`config.mk`:
```
export PLATFORM = sky130hd
export DESIGN_NAME = axi4_lite_slave_bridge_flat
export DESIGN_NICKNAME = d
export VERILOG_FILES = /design/src/rtl/axi4_lite_pkg.sv /design/src/rtl/axi4_lite_if.sv /design/src/rtl/axi4_lite_rd_channel.sv /design/src/rtl/axi4_lite_slave_bridge.sv /design/src/flat_wrapper.sv
export SDC_FILE = /design/constraint.sdc
export NUM_CORES = 1
export LEC_CHECK = 0
export CAP_MARGIN = 20
export CELL_PAD_IN_SITES_DETAIL_PLACEMENT = 0
export CELL_PAD_IN_SITES_GLOBAL_PLACEMENT = 1
export CORE_MARGIN = 1.5
export CORE_UTILIZATION = 46
export CTS_BUF_LIST = sky130_fd_sc_hd__clkbuf_8
export DETAILED_ROUTE_END_ITERATION = 10
export DONT_BUFFER_PORTS = 1
export PLACE_DENSITY = 0.78
export RECOVER_POWER = 25
export SETUP_SLACK_MARGIN = 0.2
export SLEW_MARGIN = 30
export SYNTH_ARGS = -nofsm -noshare
export SYNTH_HDL_FRONTEND = slang
export SYNTH_SLANG_ARGS = --single-unit
```
`constraint.sdc`:
```
create_clock -name clk -period 1.86 [get_ports clk]
set_input_delay 0.279 -clock clk [delete_from_list [all_inputs] [get_ports clk]]
set_output_delay 0.279 -clock clk [all_outputs]
set_load 0.02 [all_outputs]
```
`src/rtl/axi4_lite_pkg.sv`:
```
// Shared types and the address-window decode used by the AXI4-Lite slave bridge.
package axi4_lite_pkg;

  typedef enum logic [1:0] {
    OKAY   = 2'b00,
    EXOKAY = 2'b01,
    SLVERR = 2'b10,
    DECERR = 2'b11
  } resp_t;

  typedef enum logic [1:0] {
    W_IDLE    = 2'd0,
    W_COLLECT = 2'd1,
    W_ISSUE   = 2'd2,
    W_RESP    = 2'd3
  } wr_state_t;

  typedef enum logic [1:0] {
    R_IDLE = 2'd0,
    R_WAIT = 2'd1,
    R_RESP = 2'd2
  } rd_state_t;

  // Operands are widened to 64 bits so one function serves any bus width.
  function automatic logic addr_hit(input logic [63:0] addr,
                                    input logic [63:0] base,
                                    input logic [63:0] span);
    return (addr >= base) && ((addr - base) < span);
  endfunction

endpackage

```
`src/rtl/axi4_lite_if.sv`:
```
// AXI4-Lite bus bundle with master and slave views.
interface axi4_lite_if #(
  parameter int ADDR_WIDTH = 32,
  parameter int DATA_WIDTH = 32
);
  localparam int STRB_WIDTH = DATA_WIDTH / 8;

  logic [ADDR_WIDTH-1:0] awaddr;
  logic                  awvalid;
  logic                  awready;
  logic [DATA_WIDTH-1:0] wdata;
  logic [STRB_WIDTH-1:0] wstrb;
  logic                  wvalid;
  logic                  wready;
  logic [1:0]            bresp;
  logic                  bvalid;
  logic                  bready;
  logic [ADDR_WIDTH-1:0] araddr;
  logic                  arvalid;
  logic                  arready;
  logic [DATA_WIDTH-1:0] rdata;
  logic [1:0]            rresp;
  logic                  rvalid;
  logic                  rready;

  modport slave (
    input  awaddr, awvalid, output awready,
    input  wdata, wstrb, wvalid, output wready,
    output bresp, bvalid, input bready,
    input  araddr, arvalid, output arready,
    output rdata, rresp, rvalid, input rready
  );

  modport master (
    output awaddr, awvalid, input awready,
    output wdata, wstrb, wvalid, input wready,
    input  bresp, bvalid, output bready,
    output araddr, arvalid, input arready,
    input  rdata, rresp, rvalid, output rready
  );

endinterface

```
`src/rtl/axi4_lite_rd_channel.sv`:
```
// Read side of the bridge: AR decode, peripheral read request with timeout, R response.
module axi4_lite_rd_channel
  import axi4_lite_pkg::*;
#(
  parameter int                    ADDR_WIDTH = 32,
  parameter int                    DATA_WIDTH = 32,
  parameter logic [ADDR_WIDTH-1:0] BASE_ADDR  = '0,
  parameter logic [ADDR_WIDTH-1:0] ADDR_SPAN  = ADDR_WIDTH'(32'h0000_1000),
  parameter int                    RD_TIMEOUT = 255
) (
  input  logic                  clk,
  input  logic                  rst,
  input  logic                  sel_i,
  input  logic [ADDR_WIDTH-1:0] araddr_i,
  input  logic                  arvalid_i,
  output logic                  arready_o,
  output logic [DATA_WIDTH-1:0] rdata_o,
  output logic [1:0]            rresp_o,
  output logic                  rvalid_o,
  input  logic                  rready_i,
  output logic                  read_req_o,
  output logic [ADDR_WIDTH-1:0] read_addr_o,
  input  logic [DATA_WIDTH-1:0] read_data_i,
  input  logic                  data_valid_i
);

  localparam int CNT_W = (RD_TIMEOUT > 1) ? $clog2(RD_TIMEOUT) : 1;
  localparam logic [CNT_W-1:0] CNT_LAST = CNT_W'(RD_TIMEOUT - 1);

  rd_state_t             state_q, state_d;
  logic [CNT_W-1:0]      cnt_q, cnt_d;
  logic [DATA_WIDTH-1:0] rdata_q, rdata_d;
  resp_t                 rresp_q, rresp_d;
  logic [ADDR_WIDTH-1:0] read_addr_q, read_addr_d;
  logic                  ar_hs;

  assign arready_o   = rst && sel_i && (state_q == R_IDLE);
  assign ar_hs       = arready_o && arvalid_i;
  assign rvalid_o    = (state_q == R_RESP);
  assign read_req_o  = (state_q == R_WAIT);
  assign rdata_o     = rdata_q;
  assign rresp_o     = rresp_q;
  assign read_addr_o = read_addr_q;

  always_comb begin
    state_d     = state_q;
    cnt_d       = cnt_q;
    rdata_d     = rdata_q;
    rresp_d     = rresp_q;
    read_addr_d = read_addr_q;
    case (state_q)
      R_IDLE: begin
        if (ar_hs) begin
          read_addr_d = araddr_i - BASE_ADDR;
          if (addr_hit(64'(araddr_i), 64'(BASE_ADDR), 64'(ADDR_SPAN))) begin
            state_d = R_WAIT;
            cnt_d   = '0;
          end else begin
            state_d = R_RESP;
            rdata_d = '0;
            rresp_d = DECERR;
          end
        end
      end
      R_WAIT: begin
        // Data arriving on the final allowed cycle still beats the timeout.
        if (data_valid_i) begin
          state_d = R_RESP;
          rdata_d = read_data_i;
          rresp_d = OKAY;
        end else if (cnt_q == CNT_LAST) begin
          state_d = R_RESP;
          rdata_d = '0;
          rresp_d = SLVERR;
        end else begin
          cnt_d = cnt_q + CNT_W'(1);
        end
      end
      R_RESP: begin
        if (rready_i) state_d = R_IDLE;
      end
      default: state_d = R_IDLE;
    endcase
  end

  always_ff @(posedge clk) begin
    if (!rst) begin
      state_q     <= R_IDLE;
      cnt_q       <= '0;
      rdata_q     <= '0;
      rresp_q     <= OKAY;
      read_addr_q <= '0;
    end else begin
      state_q     <= state_d;
      cnt_q       <= cnt_d;
      rdata_q     <= rdata_d;
      rresp_q     <= rresp_d;
      read_addr_q <= read_addr_d;
    end
  end

endmodule

```
`src/rtl/axi4_lite_slave_bridge.sv`:
```
// AXI4-Lite slave endpoint driving a native peripheral write/read port.
module axi4_lite_slave_bridge
  import axi4_lite_pkg::*;
#(
  parameter int                    ADDR_WIDTH = 32,
  parameter int                    DATA_WIDTH = 32,
  parameter int                    STRB_WIDTH = DATA_WIDTH / 8,
  parameter logic [ADDR_WIDTH-1:0] BASE_ADDR  = '0,
  parameter logic [ADDR_WIDTH-1:0] ADDR_SPAN  = ADDR_WIDTH'(32'h0000_1000),
  parameter int                    RD_TIMEOUT = 255
) (
  input  logic                  clk,
  input  logic                  rst,
  input  logic                  slave_write_sel,
  input  logic                  slave_read_sel,
  output logic                  mem_write,
  output logic [STRB_WIDTH-1:0] byte_en,
  output logic [ADDR_WIDTH-1:0] write_addr,
  output logic [DATA_WIDTH-1:0] write_data,
  input  logic                  write_ready,
  output logic                  read_req,
  output logic [ADDR_WIDTH-1:0] read_addr,
  input  logic [DATA_WIDTH-1:0] read_data,
  input  logic                  data_valid,
  axi4_lite_if.slave            slave_if
);

  wr_state_t             wr_state_q, wr_state_d;
  logic                  aw_done_q, aw_done_d;
  logic                  w_done_q, w_done_d;
  logic                  aw_hit_q, aw_hit_d;
  logic [ADDR_WIDTH-1:0] write_addr_q, write_addr_d;
  logic [DATA_WIDTH-1:0] write_data_q, write_data_d;
  logic [STRB_WIDTH-1:0] byte_en_q, byte_en_d;
  resp_t                 bresp_q, bresp_d;

  logic accepting, aw_ready, w_ready, aw_hs, w_hs, aw_have, w_have;

  assign accepting = rst && slave_write_sel &&
                     ((wr_state_q == W_IDLE) || (wr_state_q == W_COLLECT));
  assign aw_ready  = accepting && !aw_done_q;
  assign w_ready   = accepting && !w_done_q;
  assign aw_hs     = aw_ready && slave_if.awvalid;
  assign w_hs      = w_ready && slave_if.wvalid;
  assign aw_have   = aw_done_q || aw_hs;
  assign w_have    = w_done_q || w_hs;

  assign slave_if.awready = aw_ready;
  assign slave_if.wready  = w_ready;
  assign slave_if.bvalid  = (wr_state_q == W_RESP);
  assign slave_if.bresp   = bresp_q;
  assign mem_write        = (wr_state_q == W_ISSUE);
  assign write_addr       = write_addr_q;
  assign write_data       = write_data_q;
  assign byte_en          = byte_en_q;

  always_comb begin
    wr_state_d   = wr_state_q;
    aw_done_d    = aw_done_q;
    w_done_d     = w_done_q;
    aw_hit_d     = aw_hit_q;
    write_addr_d = write_addr_q;
    write_data_d = write_data_q;
    byte_en_d    = byte_en_q;
    bresp_d      = bresp_q;
    if (aw_hs) begin
      write_addr_d = slave_if.awaddr - BASE_ADDR;
      aw_hit_d     = addr_hit(64'(slave_if.awaddr), 64'(BASE_ADDR), 64'(ADDR_SPAN));
    end
    if (w_hs) begin
      write_data_d = slave_if.wdata;
      byte_en_d    = slave_if.wstrb;
    end
    case (wr_state_q)
      W_IDLE, W_COLLECT: begin
        // The _d copies already merge this cycle's handshake with earlier captures.
        if (aw_have && w_have) begin
          aw_done_d = 1'b0;
          w_done_d  = 1'b0;
          if (!aw_hit_d) begin
            wr_state_d = W_RESP;
            bresp_d    = DECERR;
          end else if (byte_en_d == '0) begin
            wr_state_d = W_RESP;
            bresp_d    = OKAY;
          end else begin
            wr_state_d = W_ISSUE;
          end
        end else if (aw_have || w_have) begin
          aw_done_d  = aw_have;
          w_done_d   = w_have;
          wr_state_d = W_COLLECT;
        end
      end
      W_ISSUE: begin
        if (write_ready) begin
          wr_state_d = W_RESP;
          bresp_d    = OKAY;
        end
      end
      W_RESP: begin
        if (slave_if.bready) wr_state_d = W_IDLE;
      end
      default: wr_state_d = W_IDLE;
    endcase
  end

  always_ff @(posedge clk) begin
    if (!rst) begin
      wr_state_q   <= W_IDLE;
      aw_done_q    <= 1'b0;
      w_done_q     <= 1'b0;
      aw_hit_q     <= 1'b0;
      write_addr_q <= '0;
      write_data_q <= '0;
      byte_en_q    <= '0;
      bresp_q      <= OKAY;
    end else begin
      wr_state_q   <= wr_state_d;
      aw_done_q    <= aw_done_d;
      w_done_q     <= w_done_d;
      aw_hit_q     <= aw_hit_d;
      write_addr_q <= write_addr_d;
      write_data_q <= write_data_d;
      byte_en_q    <= byte_en_d;
      bresp_q      <= bresp_d;
    end
  end

  axi4_lite_rd_channel #(
    .ADDR_WIDTH (ADDR_WIDTH),
    .DATA_WIDTH (DATA_WIDTH),
    .BASE_ADDR  (BASE_ADDR),
    .ADDR_SPAN  (ADDR_SPAN),
    .RD_TIMEOUT (RD_TIMEOUT)
  ) u_rd_channel (
    .clk          (clk),
    .rst          (rst),
    .sel_i        (slave_read_sel),
    .araddr_i     (slave_if.araddr),
    .arvalid_i    (slave_if.arvalid),
    .arready_o    (slave_if.arready),
    .rdata_o      (slave_if.rdata),
    .rresp_o      (slave_if.rresp),
    .rvalid_o     (slave_if.rvalid),
    .rready_i     (slave_if.rready),
    .read_req_o   (read_req),
    .read_addr_o  (read_addr),
    .read_data_i  (read_data),
    .data_valid_i (data_valid)
  );

endmodule

```
`src/flat_wrapper.sv`:
```
// flat-port wrapper written by rule: the top's interface ports become plain ports
module axi4_lite_slave_bridge_flat import axi4_lite_pkg::*;
#(
  parameter int                    ADDR_WIDTH = 32,
  parameter int                    DATA_WIDTH = 32,
  parameter int                    STRB_WIDTH = DATA_WIDTH / 8,
  parameter logic [ADDR_WIDTH-1:0] BASE_ADDR  = '0,
  parameter logic [ADDR_WIDTH-1:0] ADDR_SPAN  = ADDR_WIDTH'(32'h0000_1000),
  parameter int                    RD_TIMEOUT = 255
)
  (clk, rst, slave_write_sel, slave_read_sel, mem_write, byte_en, write_addr, write_data, write_ready, read_req, read_addr, read_data, data_valid, slave_if_awaddr, slave_if_awvalid, slave_if_awready, slave_if_wdata, slave_if_wstrb, slave_if_wvalid, slave_if_wready, slave_if_bresp, slave_if_bvalid, slave_if_bready, slave_if_araddr, slave_if_arvalid, slave_if_arready, slave_if_rdata, slave_if_rresp, slave_if_rvalid, slave_if_rready);
  axi4_lite_if #(.ADDR_WIDTH(ADDR_WIDTH), .DATA_WIDTH(DATA_WIDTH)) slave_if_i ();
  input  logic clk;
  input  logic rst;
  input  logic slave_write_sel;
  input  logic slave_read_sel;
  output logic mem_write;
  output logic [STRB_WIDTH-1:0] byte_en;
  output logic [ADDR_WIDTH-1:0] write_addr;
  output logic [DATA_WIDTH-1:0] write_data;
  input  logic write_ready;
  output logic read_req;
  output logic [ADDR_WIDTH-1:0] read_addr;
  input  logic [DATA_WIDTH-1:0] read_data;
  input  logic data_valid;
  input wire logic [$bits(slave_if_i.awaddr)-1:0] slave_if_awaddr;
  input wire logic [$bits(slave_if_i.awvalid)-1:0] slave_if_awvalid;
  output wire logic [$bits(slave_if_i.awready)-1:0] slave_if_awready;
  input wire logic [$bits(slave_if_i.wdata)-1:0] slave_if_wdata;
  input wire logic [$bits(slave_if_i.wstrb)-1:0] slave_if_wstrb;
  input wire logic [$bits(slave_if_i.wvalid)-1:0] slave_if_wvalid;
  output wire logic [$bits(slave_if_i.wready)-1:0] slave_if_wready;
  output wire logic [$bits(slave_if_i.bresp)-1:0] slave_if_bresp;
  output wire logic [$bits(slave_if_i.bvalid)-1:0] slave_if_bvalid;
  input wire logic [$bits(slave_if_i.bready)-1:0] slave_if_bready;
  input wire logic [$bits(slave_if_i.araddr)-1:0] slave_if_araddr;
  input wire logic [$bits(slave_if_i.arvalid)-1:0] slave_if_arvalid;
  output wire logic [$bits(slave_if_i.arready)-1:0] slave_if_arready;
  output wire logic [$bits(slave_if_i.rdata)-1:0] slave_if_rdata;
  output wire logic [$bits(slave_if_i.rresp)-1:0] slave_if_rresp;
  output wire logic [$bits(slave_if_i.rvalid)-1:0] slave_if_rvalid;
  input wire logic [$bits(slave_if_i.rready)-1:0] slave_if_rready;
  assign slave_if_i.awaddr = slave_if_awaddr;
  assign slave_if_i.awvalid = slave_if_awvalid;
  assign slave_if_awready = slave_if_i.awready;
  assign slave_if_i.wdata = slave_if_wdata;
  assign slave_if_i.wstrb = slave_if_wstrb;
  assign slave_if_i.wvalid = slave_if_wvalid;
  assign slave_if_wready = slave_if_i.wready;
  assign slave_if_bresp = slave_if_i.bresp;
  assign slave_if_bvalid = slave_if_i.bvalid;
  assign slave_if_i.bready = slave_if_bready;
  assign slave_if_i.araddr = slave_if_araddr;
  assign slave_if_i.arvalid = slave_if_arvalid;
  assign slave_if_arready = slave_if_i.arready;
  assign slave_if_rdata = slave_if_i.rdata;
  assign slave_if_rresp = slave_if_i.rresp;
  assign slave_if_rvalid = slave_if_i.rvalid;
  assign slave_if_i.rready = slave_if_rready;
  axi4_lite_slave_bridge #(.ADDR_WIDTH(ADDR_WIDTH), .DATA_WIDTH(DATA_WIDTH), .STRB_WIDTH(STRB_WIDTH), .BASE_ADDR(BASE_ADDR), .ADDR_SPAN(ADDR_SPAN), .RD_TIMEOUT(RD_TIMEOUT)) u_core (.clk(clk), .rst(rst), .slave_write_sel(slave_write_sel), .slave_read_sel(slave_read_sel), .mem_write(mem_write), .byte_en(byte_en), .write_addr(write_addr), .write_data(write_data), .write_ready(write_ready), .read_req(read_req), .read_addr(read_addr), .read_data(read_data), .data_valid(data_valid), .slave_if(slave_if_i));
endmodule
```
Word level (Yosys, flattened, before mapping)
Cells that the tools add are included.
{ "totals": {"register_bits": 151, "inputBits": 143, "out_inout_bits": 143, "word_cells": 102} }
{ "op_classes": {"add_sub_neg": 1, "order_cmp": 2, "eq_ne": 18, "mux": 38, "n_reduce_logical": 30} }
{ "ops": {"columns": ["operator", "count"], "rows": [
  ["$mux W32", 4],
  ["$lt A32 B13 Y1 const B", 2],
  ["$pmux W32 S2", 1],
  ["$mux W2", 17],
  ["$mux W8", 4],
  ["$pmux W8 S2", 1],
  ["$pmux W2 S3", 2],
  ["$logic_and A1 B1 Y1", 10],
  ["$ne A2 B1 Y1 const B", 5],
  ["$add A8 B1 Y8 const B", 1],
  ["$eq A8 B8 Y1 const B", 1],
  ["$ne A2 B2 Y1 const B", 4],
  ["$pmux W2 S2", 2],
  ["$reduce_and A4 Y1", 2],
  ["$eq A2 B2 Y1 const B", 3],
  ["$mux W1", 6],
  ["$ne A3 B1 Y1 const B", 2],
  ["$reduce_and A3 Y1", 2],
  ["$reduce_bool A2 Y1", 3],
  ["$reduce_and A5 Y1", 1],
  ["$eq A2 B1 Y1 const B", 2],
  ["$logic_not A2 Y1", 2],
  ["$logic_not A4 Y1", 1],
  ["$logic_or A1 B1 Y1", 4],
  ["5 further kinds", 7]
]} }

Longest topological paths before layout
{ "logic_depth": {"ltp_word": 11, "depth_mapped": 9, "depth_no_buf": 7} }

Cells and area by module
Synthesis repeated with hierarchy kept, for this count alone.
{ "unflattened": {"cells_unflattened": 717, "hier_area_um2": 6078.3} }
{ "modules_own_cells": {"columns": ["module", "n_inst", "cells_per_inst", "area_per_inst_um2", "seq_area_each_um2"], "rows": [
  ["axi4_lite_rd_channel", 1, 370, 3342.0, 1521.5],
  ["axi4_lite_slave_bridge", 1, 347, 2736.4, 1481.4]
]} }

Worst setup path after synthesis
OpenSTA, ideal clock, no wires.
{ "synth_path": {"kind": "register to register", "start": "register u_core.wr_state_q[1]", "end": "register u_core.write_data_q[0], in the netlist u_core.write_data[0]", "setup_time_ns": 0.076, "arrival_ns": 1.693, "t_required_ns": 1.784, "slack_ns": 0.091, "path_stages_with_launch": 8, "path_buffers": 3, "period_less_slack_ns": 1.769, "cell_sequence": "dfxtp_1 buf_2 nor3_1 and2_1 buf_2 buf_2 nand2_1 a21boi_0"} }
{ "synth_between": {"elab_chain_cells": 5, "word_cells_on_any_way": 6, "cone_classes": "1 x eq/ne; 5 x reduce/logical"} }
{ "synth_rtl": {"columns": ["item", "line_no", "rtl"], "rows": [
  ["from (decl)", "axi4_lite_slave_bridge.sv:28", "wr_state_t wr_state_q, wr_state_d;"],
  ["from (signal assigned)", "axi4_lite_slave_bridge.sv:119", "wr_state_q <= wr_state_d;"],
  ["$eq A2 B1 Y1 / $logic_not A2 Y1 (equally long branches)", "axi4_lite_slave_bridge.sv:40", "((wr_state_q == W_IDLE) || (wr_state_q == W_COLLECT));"],
  ["$logic_or A1 B1 Y1 (*)", "axi4_lite_slave_bridge.sv:40", null],
  ["$logic_and A1 B1 Y1 (*)", "axi4_lite_slave_bridge.sv:39", "assign accepting = rst && slave_write_sel &&"],
  ["$logic_and A1 B1 Y1 (*)", "axi4_lite_slave_bridge.sv:42", "assign w_ready = accepting && !w_done_q;"],
  ["net slave_if_wready", "flat_wrapper.sv:32", "output wire logic [$bits(slave_if_i.wready)-1:0] slave_if_wready;"],
  ["$logic_and A1 B1 Y1 (*)", "axi4_lite_slave_bridge.sv:44", "assign w_hs = w_ready && slave_if.wvalid;"],
  ["to (signal assigned)", "axi4_lite_slave_bridge.sv:124", "write_data_q <= write_data_d;"],
  ["to (decl)", "axi4_lite_slave_bridge.sv:33", "logic [DATA_WIDTH-1:0] write_data_q, write_data_d;"]
]} }
The timed path passes the listed nets; every way through them passes the cells marked *.
A chain may end at the register's enable or synchronous reset.

Worst setup path after layout
{ "layout_path": {"start": "register u_core.u_rd_channel.cnt_q[0]", "end": "register u_core.u_rd_channel.rdata_q[14], in the netlist u_core.u_rd_channel.rdata_o[14]"} }
{ "layout_between": {"elab_chain_cells": 3} }
{ "layout_rtl": {"columns": ["item", "line_no", "rtl"], "rows": [
  ["from (decl)", "axi4_lite_rd_channel.sv:31", "logic [CNT_W-1:0] cnt_q, cnt_d;"],
  ["from (signal assigned)", "axi4_lite_rd_channel.sv:95", "cnt_q <= cnt_d;"],
  ["$eq A8 B8 Y1", "axi4_lite_rd_channel.sv:71", "end else if (cnt_q == CNT_LAST) begin"],
  ["$ne A3 B1 Y1 (no line)", null, null],
  ["$reduce_and A4 Y1 (no line)", null, null],
  ["to (signal assigned)", "axi4_lite_rd_channel.sv:96", "rdata_q <= rdata_d;"],
  ["to (decl)", "axi4_lite_rd_channel.sv:32", "logic [DATA_WIDTH-1:0] rdata_q, rdata_d;"]
]} }
No other way between the ends.

==> results.md <==
- Worst Path Required: 2.19 ns
- Final core area utilization: 0.6435
- FMAX: 617.8 MHz
- WL/cell: ~17 um
- Initial Util: 0.4744
- IO Count: ~290
- Total grt overflow: 0
- Worst-Skew Late Latency: about 0.44 ns
- Syn_nets: between 700 and 800
- Relative slew slack: 0.6541
- Max Used Layer: met4
- Final Hold Viols: 7
- Critical path class: reg2reg
- Status: finished, violations left
- Placer Congestion: between 0.7 and 0.8
- Vias in the first global route: roughly 5000
- Post-synthesis compound-gate area fraction: 0.2263
- Synth-to-Final Area Change: 35.65%
- Die height: between 100 and 150 um
- Crit end category: flop
- CTS Buf Count: 17
- Clk pin slew, worst setup/hold paths: around 0.080 ns
- Global Route Usage Sum: 0.2321
- DR DRC count: 0
- First-pass GRT wire length: between 20000 and 25000 um
- Clock sink total: 150
- TNS Setup: 0 ns
- Detailed placement HPWL: roughly 9600 um
- Max clock buf depth: 2
- Post-Synth Adder-Cell Area: 0.004355
- Min cycle time layout: roughly 1.6 ns
- Port Buf Inserts: 0
- Routed length on met1: 6315 um
- Vias: 5227
- Worst R2R Path Depth: 8
- Synth Area in XOR/XNOR: 0
- Layout cell share with drive strength beyond 1: 0.1113
- Max FO, Critical Path: 8
- Post-route ant nets: 0
- Worst r2r src: u_core.u_rd_channel.cnt_q[0]$_SDFFE_PN0P_
- Fraction of the cycle the final worst path needs: 0.8702
- CTS tree: done
- Number of synthesized flops with an enable pin: 0
- Power, Total: 6.273 mW
- Pwr dens: about 800 nW/um^2
- Antenna diode count: 0
- Largest net degree at the start of global routing: 133
- Metal3 WL: ~1400 um
- Core Box Area: roughly 12000 sq um
- Worst hold slack: -0.01742 ns
- Drt pass-1 iters: 4
- Syn Area/Cell: ~8.8 sq um
- Min-delay worst type: in2reg
- Hold path depth: 1
- Arrival time at the worst endpoint: 1.95 ns
- Reg2Reg Setup Slack: between 0.2 and 0.25 ns
- Most frequent cell after synthesis: nand2_1
- Largest family of logic cells by synthesized area: compound AO/OA/AOI/OAI gates
- Failing checks: hold timing
- Final net count: roughly 930
- Yosys top cell by area: dfxtp_1
- Vias per cell: 5.400
- Synth async-reset ratio: 0
- DIE AREA: around 13000 sq um
- Max-Cap Viols: 0
- Top_reg_cell synth: dfxtp_1
- Sequential fraction of the synthesis area: 0.5226
- Reg-to-reg endpoint: u_core.u_rd_channel.rdata_o[14]$_SDFFE_PN0P_
- Mux share of post-synthesis cell area: 0.003920
- DR iter-0 viols: 289
- Site Rows: 40
- Yosys cell types: 46
- Final setup viols: 0
- Hold Path End: u_core.u_rd_channel.state_q[1]$_SDFFE_PN0P_
- Slew Viols, Final: 0
- Die width: between 100 and 150 um
- Post-synth top cells: 215 x nand2_1, 150 x dfxtp_1, 62 x a21boi_0, 38 x a21boi_1, 32 x a22o_1
- Synthesis warning total: 0
- Min-delay src: rst
- Routed wl met2: about 8200 um
- Htree depth: 4
- Unrepaired setup endpoints after global routing: yes
- Mapped cell area: between 5000 and 6000 sq um
- Root buf cell: clkbuf_8
- Cells after synthesis: 652
- Initial antenna violation count: 0
- Finished Cell Area: between 7000 and 8000 sq um
- Synth top area share: 0.5226
- Cell Area, Placed: 5923 sq um
- Static Leakage: 2.799 nW
- Yosys reg bits: 150
- Worst-margin pin slew: a little over 0.5 ns
- Simple-gate share of the synthesized area: 0.2034
- Clk_skew: 0.01258 ns
- Maximum vdd drop: ~520 uV
- Synth top area cells: dfxtp_1 52%, nand2_1 14%, a21boi_0 8.1%
- CP startpoint kind: flop
- Final wirelength: between 15000 and 20000 um
- Crit path from: u_core.u_rd_channel.cnt_q[0]$_SDFFE_PN0P_
-- layout by cell type, fill, tap and decap left out, types with 3 or more instances in the layout --
master         instances
clkinvlp_4             5
a31oi_1                9
nand2_1              215
nand3_1                6
dfxtp_2                5
a22o_1                32
nor2b_1                3
a21boi_0              62
o211ai_1               3
a21oi_1                4
inv_6                  5
dlygate4sd3_1        134
dfxtp_1              143
nand4_1                3
buf_4                 21
clkbuf_8              17
nor4_1                13
and2_1                 3
nor3_1                 3
nor2_1                11
o21ai_0               11
inv_1                  3
a21boi_1              38
-- sequential cells by signal (all words and copies together), names as in the netlist --
register	count
u_core.u_rd_channel.rdata_o	32
u_core.u_rd_channel.read_addr_o	32
u_core.write_addr	32
u_core.write_data	32
u_core.u_rd_channel.cnt_q	8
u_core.byte_en	4
u_core.u_rd_channel.rresp_o	2
u_core.u_rd_channel.state_q	2
u_core.wr_state_q	2
u_core.aw_done_q	1
u_core.aw_hit_q	1
u_core.slave_if.bresp	1
u_core.w_done_q	1
-- area by class of cell --
| cell class | count | area [sq um] |
|---|---|---|
| clock inverters | 15 | 120.1 |
| inverters | 5 | 23.77 |
| repair buffers | 162 | 1617 |
| clock buffers | 17 | 234.0 |
| multi-input cells | 451 | 2572 |
| flip-flops and latches | 150 | 3017 |
| well taps | 168 | 210.2 |
| fillers | 977 | 4318 |
-- metal layers --
layer  up-vias  global-route usage
met1      2447              0.2484
met4         0              0.1053
li1       2498                   -
met3        36             0.09331
met5         -                   0
met2       246              0.4040
-- worst max-delay path, stage by stage (launching register included) --
cell and delay, ns:
dfxtp_4 0.37, inv_4 0.06, ha_4 0.12, nand3_2 0.09
o21ai_1 0.15, o311a_1 0.27, nor2b_4 0.10, clkbuf_16 0.17
a22o_1 0.18
-- worst max path at each step --
stage                                                               to  slack [ns]
after floorplan                      u_core.wr_state_q[0]$_SDFFE_PN0P_        0.25
final                     u_core.u_rd_channel.rdata_o[14]$_SDFFE_PN0P_        0.24
after global routing      u_core.u_rd_channel.rdata_o[24]$_SDFFE_PN0P_        0.15
after global placement    u_core.u_rd_channel.rdata_o[16]$_SDFFE_PN0P_        0.11
after detailed placement  u_core.u_rd_channel.rdata_o[22]$_SDFFE_PN0P_        0.07
after CTS                                             slave_if_awready        0.20
-- where the power goes --
part           switching, mW  leakage (nW)  internal (mW)
sequential             0.156          1.22           3.29
clock                   1.32         0.168          0.948
combinational          0.219          1.41          0.340
-- stage by stage --
step / worst slack [ns] / cells
after floorplan: 0.2513 / 652
after global placement: 0.1065 / 793
after detailed placement: 0.06519 / 793
after CTS: 0.2004 / 956
after global routing: 0.1531 / 968
final: 0.2414 / 968
-- cells by family (layout without fill, tap and decap cells) --
| group | after synthesis | after routing |
|---|---|---|
| AO/OA/AOI/OAI | 172 | 172 |
| adder cells (fa/ha/maj) | 2 | 2 |
| buffers and inverters | 51 | 199 |
| flip-flops | 150 | 150 |
| multiplexers | 1 | 1 |
| AND/OR/NAND/NOR | 276 | 276 |
-- repair_timing --
action / CTS / global route
setup buffers: 2 / 4
endpoints found under the setup margin: 5 / 42
hold endpoints to repair: 149 / 103
pin swaps: 1 / 4
resized for setup: 4 / 21
hold buffers: 129 / 5
gates cloned: 0 / 3
Power figures use the tool's default switching activity.
